`src/rtl/credit_return_fifo_if.sv`:
```
// Handshake bundle between the credit sender/consumer side and the
// receive-side credit return FIFO.
interface credit_return_fifo_if #(
   parameter int DATA_WIDTH = 32,
   parameter int DEPTH      = 8,
   parameter int COUNT_SZ   = 10
);
   localparam int OCC_W = $clog2(DEPTH + 1);

   logic                  enq__ENA;
   logic [DATA_WIDTH-1:0] enq_v;
   logic                  enq__RDY;
   logic                  deq__ENA;
   logic                  deq__RDY;
   logic [DATA_WIDTH-1:0] first;
   logic                  first__RDY;
   logic                  credit__ENA;
   logic [COUNT_SZ-1:0]   credit_v;
   logic [OCC_W-1:0]      occupancy;
   logic                  overflow;

   // Environment side: pushes words, pops words, receives credits.
   modport master (
      output enq__ENA, enq_v, deq__ENA,
      input  enq__RDY, deq__RDY, first, first__RDY,
             credit__ENA, credit_v, occupancy, overflow
   );

   // FIFO side.
   modport slave (
      input  enq__ENA, enq_v, deq__ENA,
      output enq__RDY, deq__RDY, first, first__RDY,
             credit__ENA, credit_v, occupancy, overflow
   );
endinterface

```
`src/rtl/credit_return_fifo.sv`:
```
// Receive-side buffer of a credit flow-control link. Words pushed by the
// sender are queued for the local consumer; each dequeued word earns back
// one credit. Credits are batched and returned once BATCH are pending, or
// flushed after TIMEOUT idle cycles. The full depth is advertised once
// after every reset.
module credit_return_fifo #(
   parameter int DATA_WIDTH = 32,
   parameter int DEPTH      = 8,
   parameter int COUNT_SZ   = 10,
   parameter int BATCH      = 4,
   parameter int TIMEOUT    = 15
) (
   input logic                 CLK,
   input logic                 nRST,
   credit_return_fifo_if.slave io
);
   localparam int PTR_W   = (DEPTH > 1) ? $clog2(DEPTH) : 1;
   localparam int OCC_W   = $clog2(DEPTH + 1);
   localparam int TIMER_W = $clog2(TIMEOUT + 1);

   localparam logic [PTR_W-1:0]    PTR_LAST  = PTR_W'(DEPTH - 1);
   localparam logic [OCC_W-1:0]    OCC_FULL  = OCC_W'(DEPTH);
   localparam logic [COUNT_SZ-1:0] CRED_INIT = COUNT_SZ'(DEPTH);
   localparam logic [COUNT_SZ-1:0] CRED_BAT  = COUNT_SZ'(BATCH);
   localparam logic [TIMER_W-1:0]  TIMER_MAX = TIMER_W'(TIMEOUT);

   typedef enum logic {ST_INIT, ST_RUN} state_t;

   // Storage is deliberately left unreset; only pointers define validity.
   logic [DATA_WIDTH-1:0] mem_reg [DEPTH];

   logic [PTR_W-1:0]    rd_ptr_reg, wr_ptr_reg;
   logic [PTR_W-1:0]    rd_ptr_next, wr_ptr_next;
   logic [OCC_W-1:0]    occ_reg, occ_next;
   logic                ovf_reg;
   state_t              state_reg;
   logic [COUNT_SZ-1:0] pending_reg, pending_next;
   logic [TIMER_W-1:0]  timer_reg;
   logic                credit_ena_reg;
   logic [COUNT_SZ-1:0] credit_v_reg;

   logic deq_fire, enq_fire, flush;

   // Handshake decode, pointer wrap and credit flush decision.
   always_comb begin
      deq_fire     = io.deq__ENA & (occ_reg != '0);
      // A full buffer still accepts a push when a pop frees the slot this cycle.
      enq_fire     = io.enq__ENA & ((occ_reg < OCC_FULL) | deq_fire);
      rd_ptr_next  = (rd_ptr_reg == PTR_LAST) ? '0 : rd_ptr_reg + 1'b1;
      wr_ptr_next  = (wr_ptr_reg == PTR_LAST) ? '0 : wr_ptr_reg + 1'b1;
      occ_next     = occ_reg;
      case ({enq_fire, deq_fire})
         2'b10:   occ_next = occ_reg + 1'b1;
         2'b01:   occ_next = occ_reg - 1'b1;
         default: occ_next = occ_reg;
      endcase
      pending_next = pending_reg + COUNT_SZ'(deq_fire);
      flush        = (pending_next >= CRED_BAT) |
                     ((pending_next != '0) & (timer_reg == TIMER_MAX));
   end

   assign io.enq__RDY    = 1'b1;
   assign io.deq__RDY    = (occ_reg != '0);
   assign io.first__RDY  = (occ_reg != '0);
   assign io.first       = mem_reg[rd_ptr_reg];
   assign io.occupancy   = occ_reg;
   assign io.overflow    = ovf_reg;
   assign io.credit__ENA = credit_ena_reg;
   assign io.credit_v    = credit_v_reg;

   // Write accepted words into the circular buffer.
   always_ff @(posedge CLK) begin
      if (nRST && enq_fire)
         mem_reg[wr_ptr_reg] <= io.enq_v;
   end

   // Pointer, occupancy and sticky overflow bookkeeping.
   always_ff @(posedge CLK) begin
      if (!nRST) begin
         rd_ptr_reg <= '0;
         wr_ptr_reg <= '0;
         occ_reg    <= '0;
         ovf_reg    <= 1'b0;
      end else begin
         if (enq_fire) wr_ptr_reg <= wr_ptr_next;
         if (deq_fire) rd_ptr_reg <= rd_ptr_next;
         occ_reg <= occ_next;
         if (io.enq__ENA && !enq_fire) ovf_reg <= 1'b1;
      end
   end

   // Credit FSM: advertise DEPTH once, then batch/timeout the returned credits.
   always_ff @(posedge CLK) begin
      if (!nRST) begin
         state_reg      <= ST_INIT;
         pending_reg    <= '0;
         timer_reg      <= '0;
         credit_ena_reg <= 1'b0;
         credit_v_reg   <= '0;
      end else begin
         case (state_reg)
            ST_INIT: begin
               credit_ena_reg <= 1'b1;
               credit_v_reg   <= CRED_INIT;
               pending_reg    <= pending_next;
               // Start ageing any pop that already landed here.
               timer_reg      <= (pending_next != '0) ? TIMER_W'(1) : '0;
               state_reg      <= ST_RUN;
            end
            ST_RUN: begin
               if (flush) begin
                  credit_ena_reg <= 1'b1;
                  credit_v_reg   <= pending_next;
                  pending_reg    <= '0;
                  timer_reg      <= '0;
               end else begin
                  credit_ena_reg <= 1'b0;
                  credit_v_reg   <= '0;
                  pending_reg    <= pending_next;
                  if (pending_next == '0)
                     timer_reg <= '0;
                  else if (timer_reg != TIMER_MAX)
                     timer_reg <= timer_reg + 1'b1;
               end
            end
            default: state_reg <= ST_INIT;
         endcase
      end
   end
endmodule

```
`src/flat_wrapper.sv`:
```
// flat-port wrapper written by rule: the top's interface ports become plain ports
module credit_return_fifo_flat 
#(
   parameter int DATA_WIDTH = 32,
   parameter int DEPTH      = 8,
   parameter int COUNT_SZ   = 10,
   parameter int BATCH      = 4,
   parameter int TIMEOUT    = 15
)
  (CLK, nRST, io_enq__ENA, io_enq_v, io_deq__ENA, io_enq__RDY, io_deq__RDY, io_first, io_first__RDY, io_credit__ENA, io_credit_v, io_occupancy, io_overflow);
  credit_return_fifo_if #(.DATA_WIDTH(DATA_WIDTH), .DEPTH(DEPTH), .COUNT_SZ(COUNT_SZ)) io_i ();
  input logic CLK;
  input logic nRST;
  input wire logic [$bits(io_i.enq__ENA)-1:0] io_enq__ENA;
  input wire logic [$bits(io_i.enq_v)-1:0] io_enq_v;
  input wire logic [$bits(io_i.deq__ENA)-1:0] io_deq__ENA;
  output wire logic [$bits(io_i.enq__RDY)-1:0] io_enq__RDY;
  output wire logic [$bits(io_i.deq__RDY)-1:0] io_deq__RDY;
  output wire logic [$bits(io_i.first)-1:0] io_first;
  output wire logic [$bits(io_i.first__RDY)-1:0] io_first__RDY;
  output wire logic [$bits(io_i.credit__ENA)-1:0] io_credit__ENA;
  output wire logic [$bits(io_i.credit_v)-1:0] io_credit_v;
  output wire logic [$bits(io_i.occupancy)-1:0] io_occupancy;
  output wire logic [$bits(io_i.overflow)-1:0] io_overflow;
  assign io_i.enq__ENA = io_enq__ENA;
  assign io_i.enq_v = io_enq_v;
  assign io_i.deq__ENA = io_deq__ENA;
  assign io_enq__RDY = io_i.enq__RDY;
  assign io_deq__RDY = io_i.deq__RDY;
  assign io_first = io_i.first;
  assign io_first__RDY = io_i.first__RDY;
  assign io_credit__ENA = io_i.credit__ENA;
  assign io_credit_v = io_i.credit_v;
  assign io_occupancy = io_i.occupancy;
  assign io_overflow = io_i.overflow;
  credit_return_fifo #(.DATA_WIDTH(DATA_WIDTH), .DEPTH(DEPTH), .COUNT_SZ(COUNT_SZ), .BATCH(BATCH), .TIMEOUT(TIMEOUT)) u_core (.CLK(CLK), .nRST(nRST), .io(io_i));
endmodule
```
`config.mk`:
```
export PLATFORM = sky130hd
export DESIGN_NAME = credit_return_fifo_flat
export DESIGN_NICKNAME = d
export VERILOG_FILES = /design/src/rtl/credit_return_fifo_if.sv /design/src/rtl/credit_return_fifo.sv /design/src/flat_wrapper.sv
export SDC_FILE = /design/constraint.sdc
export NUM_CORES = 1
export LEC_CHECK = 0
export CORE_MARGIN = 8
export CORE_UTILIZATION = 34
export CTS_BUF_LIST = sky130_fd_sc_hd__clkbuf_2
export DETAILED_ROUTE_END_ITERATION = 7
export GPL_ROUTABILITY_DRIVEN = 0
export PLACE_DENSITY = 0.63
export SYNTH_ARGS = -nofsm -noshare
export SYNTH_HDL_FRONTEND = slang
export SYNTH_SLANG_ARGS = --single-unit
```
`constraint.sdc`:
```
create_clock -name CLK -period 9.85 [get_ports CLK]
set_input_delay 1.97 -clock CLK [delete_from_list [all_inputs] [get_ports CLK]]
set_output_delay 1.97 -clock CLK [all_outputs]
set_load 0.005 [all_outputs]
```
==> reports/results.ini <==
[outcome]
status = finished, final reports clean

[clock_network]
clk_path_buf_depth = 3
post_cts_buffers = 0
clock_sinks = 296
cts_made_buffers = 74
cts-root-buf = clkbuf_2
cts_tree = yes
htreeDepth = 3
cts_resized = 0
clkLatencyLatePin_ns = 0.85
ctsHoldBuffers = 0
path_clk_slew_ns = 0.10

[drt]
drt_iter0_drc = 296
firstDrtPassIters = 4
postRouteAntennaNets = 0
dr_total_vias = 5675
wirelength_um = 23010
drc = 0
routedWlPerCell_um = 18.94
via_per_inst = 4.671

[setup_path]
cp.arrival_ns = 3.69
start_kind = register
end_kind = primary output
worst_ep_required_time_ns = 7.88
crit_type = register to primary output
crit_fanout = 38

[floorplan]
initial_core_util_pct = 34.20
core_um2 = 33200
rows = 67
die_w_um = 198.7
ios = 87
die_h_um = 198.7
dieArea_um2 = 39490

[global_routing]
first_global_vias = 6159
grtUsageMet3_pct = 4.466
grtUsageTotal_pct = 11.93
top_usage_layer = met2
antenna_found_initial = 3
grt_pass1_wl_um = 35510
gr-total-overflow = 0
grt_max_degree = 65
grt_use_met2_pct = 19.68
use_met1_pct = 14.19

[finish]
num-fill-cells = 3097
largest_reg_flops = 256
synthToLayoutAreaGrowth_pct = 18.94
drive_gt1_share_pct = 30.16
final_nets = 755

[timing]
period_needed_ns = 5.663
fmax_ghz = 0.1766
skew_ns = 0.07665
min_period_over_period_pct = 57.50
finalHoldViolCount = 0
slew_headroom_pct = 29.25
tightest_slew_ns = 1.061
finalSetupViolCount = 0
setup_tns_ns = 0
final-max-slew-violation-count = 0
fin_ws_ns = 4.187
rsz0062_at_grt = false

[logic_synthesis]
ys_seq_area_share_pct = 74.77
synth.area.top_cells = edfxtp_1, mux4_2, dfxtp_1
yosysTopAreaCell = edfxtp_1
yosysMostFrequentCell = edfxtp_1
syn_area_um2 = 11350
synth_top_cell_area_share_pct = 67.72
synthTopCellsByCount = edfxtp_1, mux4_2, dfxtp_1
synth.avg_cell_area_um2 = 20.20
synth-async-reset-ratio_pct = 0
syn_inst = 562
synth_edf_count = 256
synthFlopType = edfxtp_1
synth_cell_types = 41
syn_nets = 609
ys_ff_latch = 296
yosysWarnings = 0

[place]
preCtsSetupSlack_ns = 4.951
place_hpwl_um = 13030
numPortBuffers = 85

[job]
max-cap-violations = 0

[power_and_ir_drop]
p_leak_nw = 4.415
ir_worst_vdd_v = 0.0001361
powerDensity_nw_per_um2 = 210.5
total_power_w = 0.002843

[worst_hold_path]
hp-class = register to register

[final cells by class]
cell class,instances,area [µm²],share of cell area (%)
Antenna cell,1,2.502,0.01853
Clock buffer,103,515.5,3.818
Clock inverter,31,197.7,1.464
Inverter,6,22.52,0.1668
Multi-Input combinational cell,235,2780,20.59
Sequential cell,296,8497,62.93
Tap cell,448,560.5,4.152
Timing Repair Buffer,95,925.9,6.858
[path summary, 6_finish.rpt]
check                                             from                     to  slack, ns  cells past startpoint
worst max-delay path                          register            io_first[2]       4.19                      4
worst min-delay path                u_core.io.overflow     u_core.io.overflow       0.47                      1
worst max register to register  u_core.io.occupancy[0]  u_core.pending_reg[8]       6.64                     10
worst min register to register      u_core.io.overflow     u_core.io.overflow       0.47                      1
[worst max-delay path: stages, from the launching register on]
cell	delay (ns)
dfxtp_4	0.72
buf_4	0.71
mux4_2	0.59
mux2_2	0.30
clkdlybuf4s50_1	0.46
[where the power goes]
group	total [W]	switching, W	internal (W)
Combinational	0.000543	0.000202	0.000341
Clock	0.000837	0.000474	0.000362
Sequential	0.00146	0.0000658	0.00140
[stage by stage]
step | util (%) | std cells | hold slack (ns) | instance area (µm²)
2_1_floorplan | - | 562 | 0.4642 | 11350
3_3_place_gp | 38.52 | 1080 | 0.4536 | 12790
3_5_place_dp | 38.52 | 1080 | 0.4574 | 12790
4_1_cts | 40.66 | 1214 | 0.4846 | 13500
6_report | 40.67 | 1215 | 0.4734 | 13500
5_1_grt | 40.67 | 1215 | 0.5027 | 13500
[cells by family (layout without fill, tap and decap cells)]
| family | after synthesis | in the layout | synth area share, % |
|---|---|---|---|
| DFF | 296 | 296 | 74.77 |
| muxes | 96 | 96 | 15.87 |
| and+or+nand+nor | 92 | 92 | 4.508 |
| buffers and inverters | 31 | 235 | 1.223 |
| AOI/OAI and AO/OA | 23 | 23 | 1.389 |
| xor gates and xnor gates | 12 | 12 | 0.9258 |
| adders and majority gates | 11 | 11 | 1.279 |
| other | 1 | 2 | 0.03303 |
[cells in the final DEF, fill, tap and decap left out, types with 4 or more instances in the layout]
| cell | instances |
|---|---|
| o21ai_0 | 5 |
| or3_1 | 5 |
| clkinv_1 | 24 |
| and3_1 | 9 |
| xor2_1 | 6 |
| clkdlybuf4s50_1 | 85 |
| edfxtp_1 | 256 |
| a21boi_0 | 4 |
| xnor2_1 | 6 |
| mux4_2 | 64 |
| ha_1 | 10 |
| a21oi_1 | 7 |
| nor3_1 | 5 |
| clkbuf_2 | 103 |
| nor2_4 | 6 |
| mux2_2 | 32 |
| dfxtp_1 | 37 |
| inv_1 | 6 |
| buf_4 | 10 |
| nand2_1 | 17 |
| nor2b_1 | 8 |
| nand3_1 | 11 |
| nor2_1 | 7 |
[layer usage]
metal  share of wire, %  up-vias
met5               0.10        -
li1                   -     2626
met2                 49      161
met1                 42     2845
met4                1.5        4
met3                7.0       39
(Power assumes the default switching activity.)
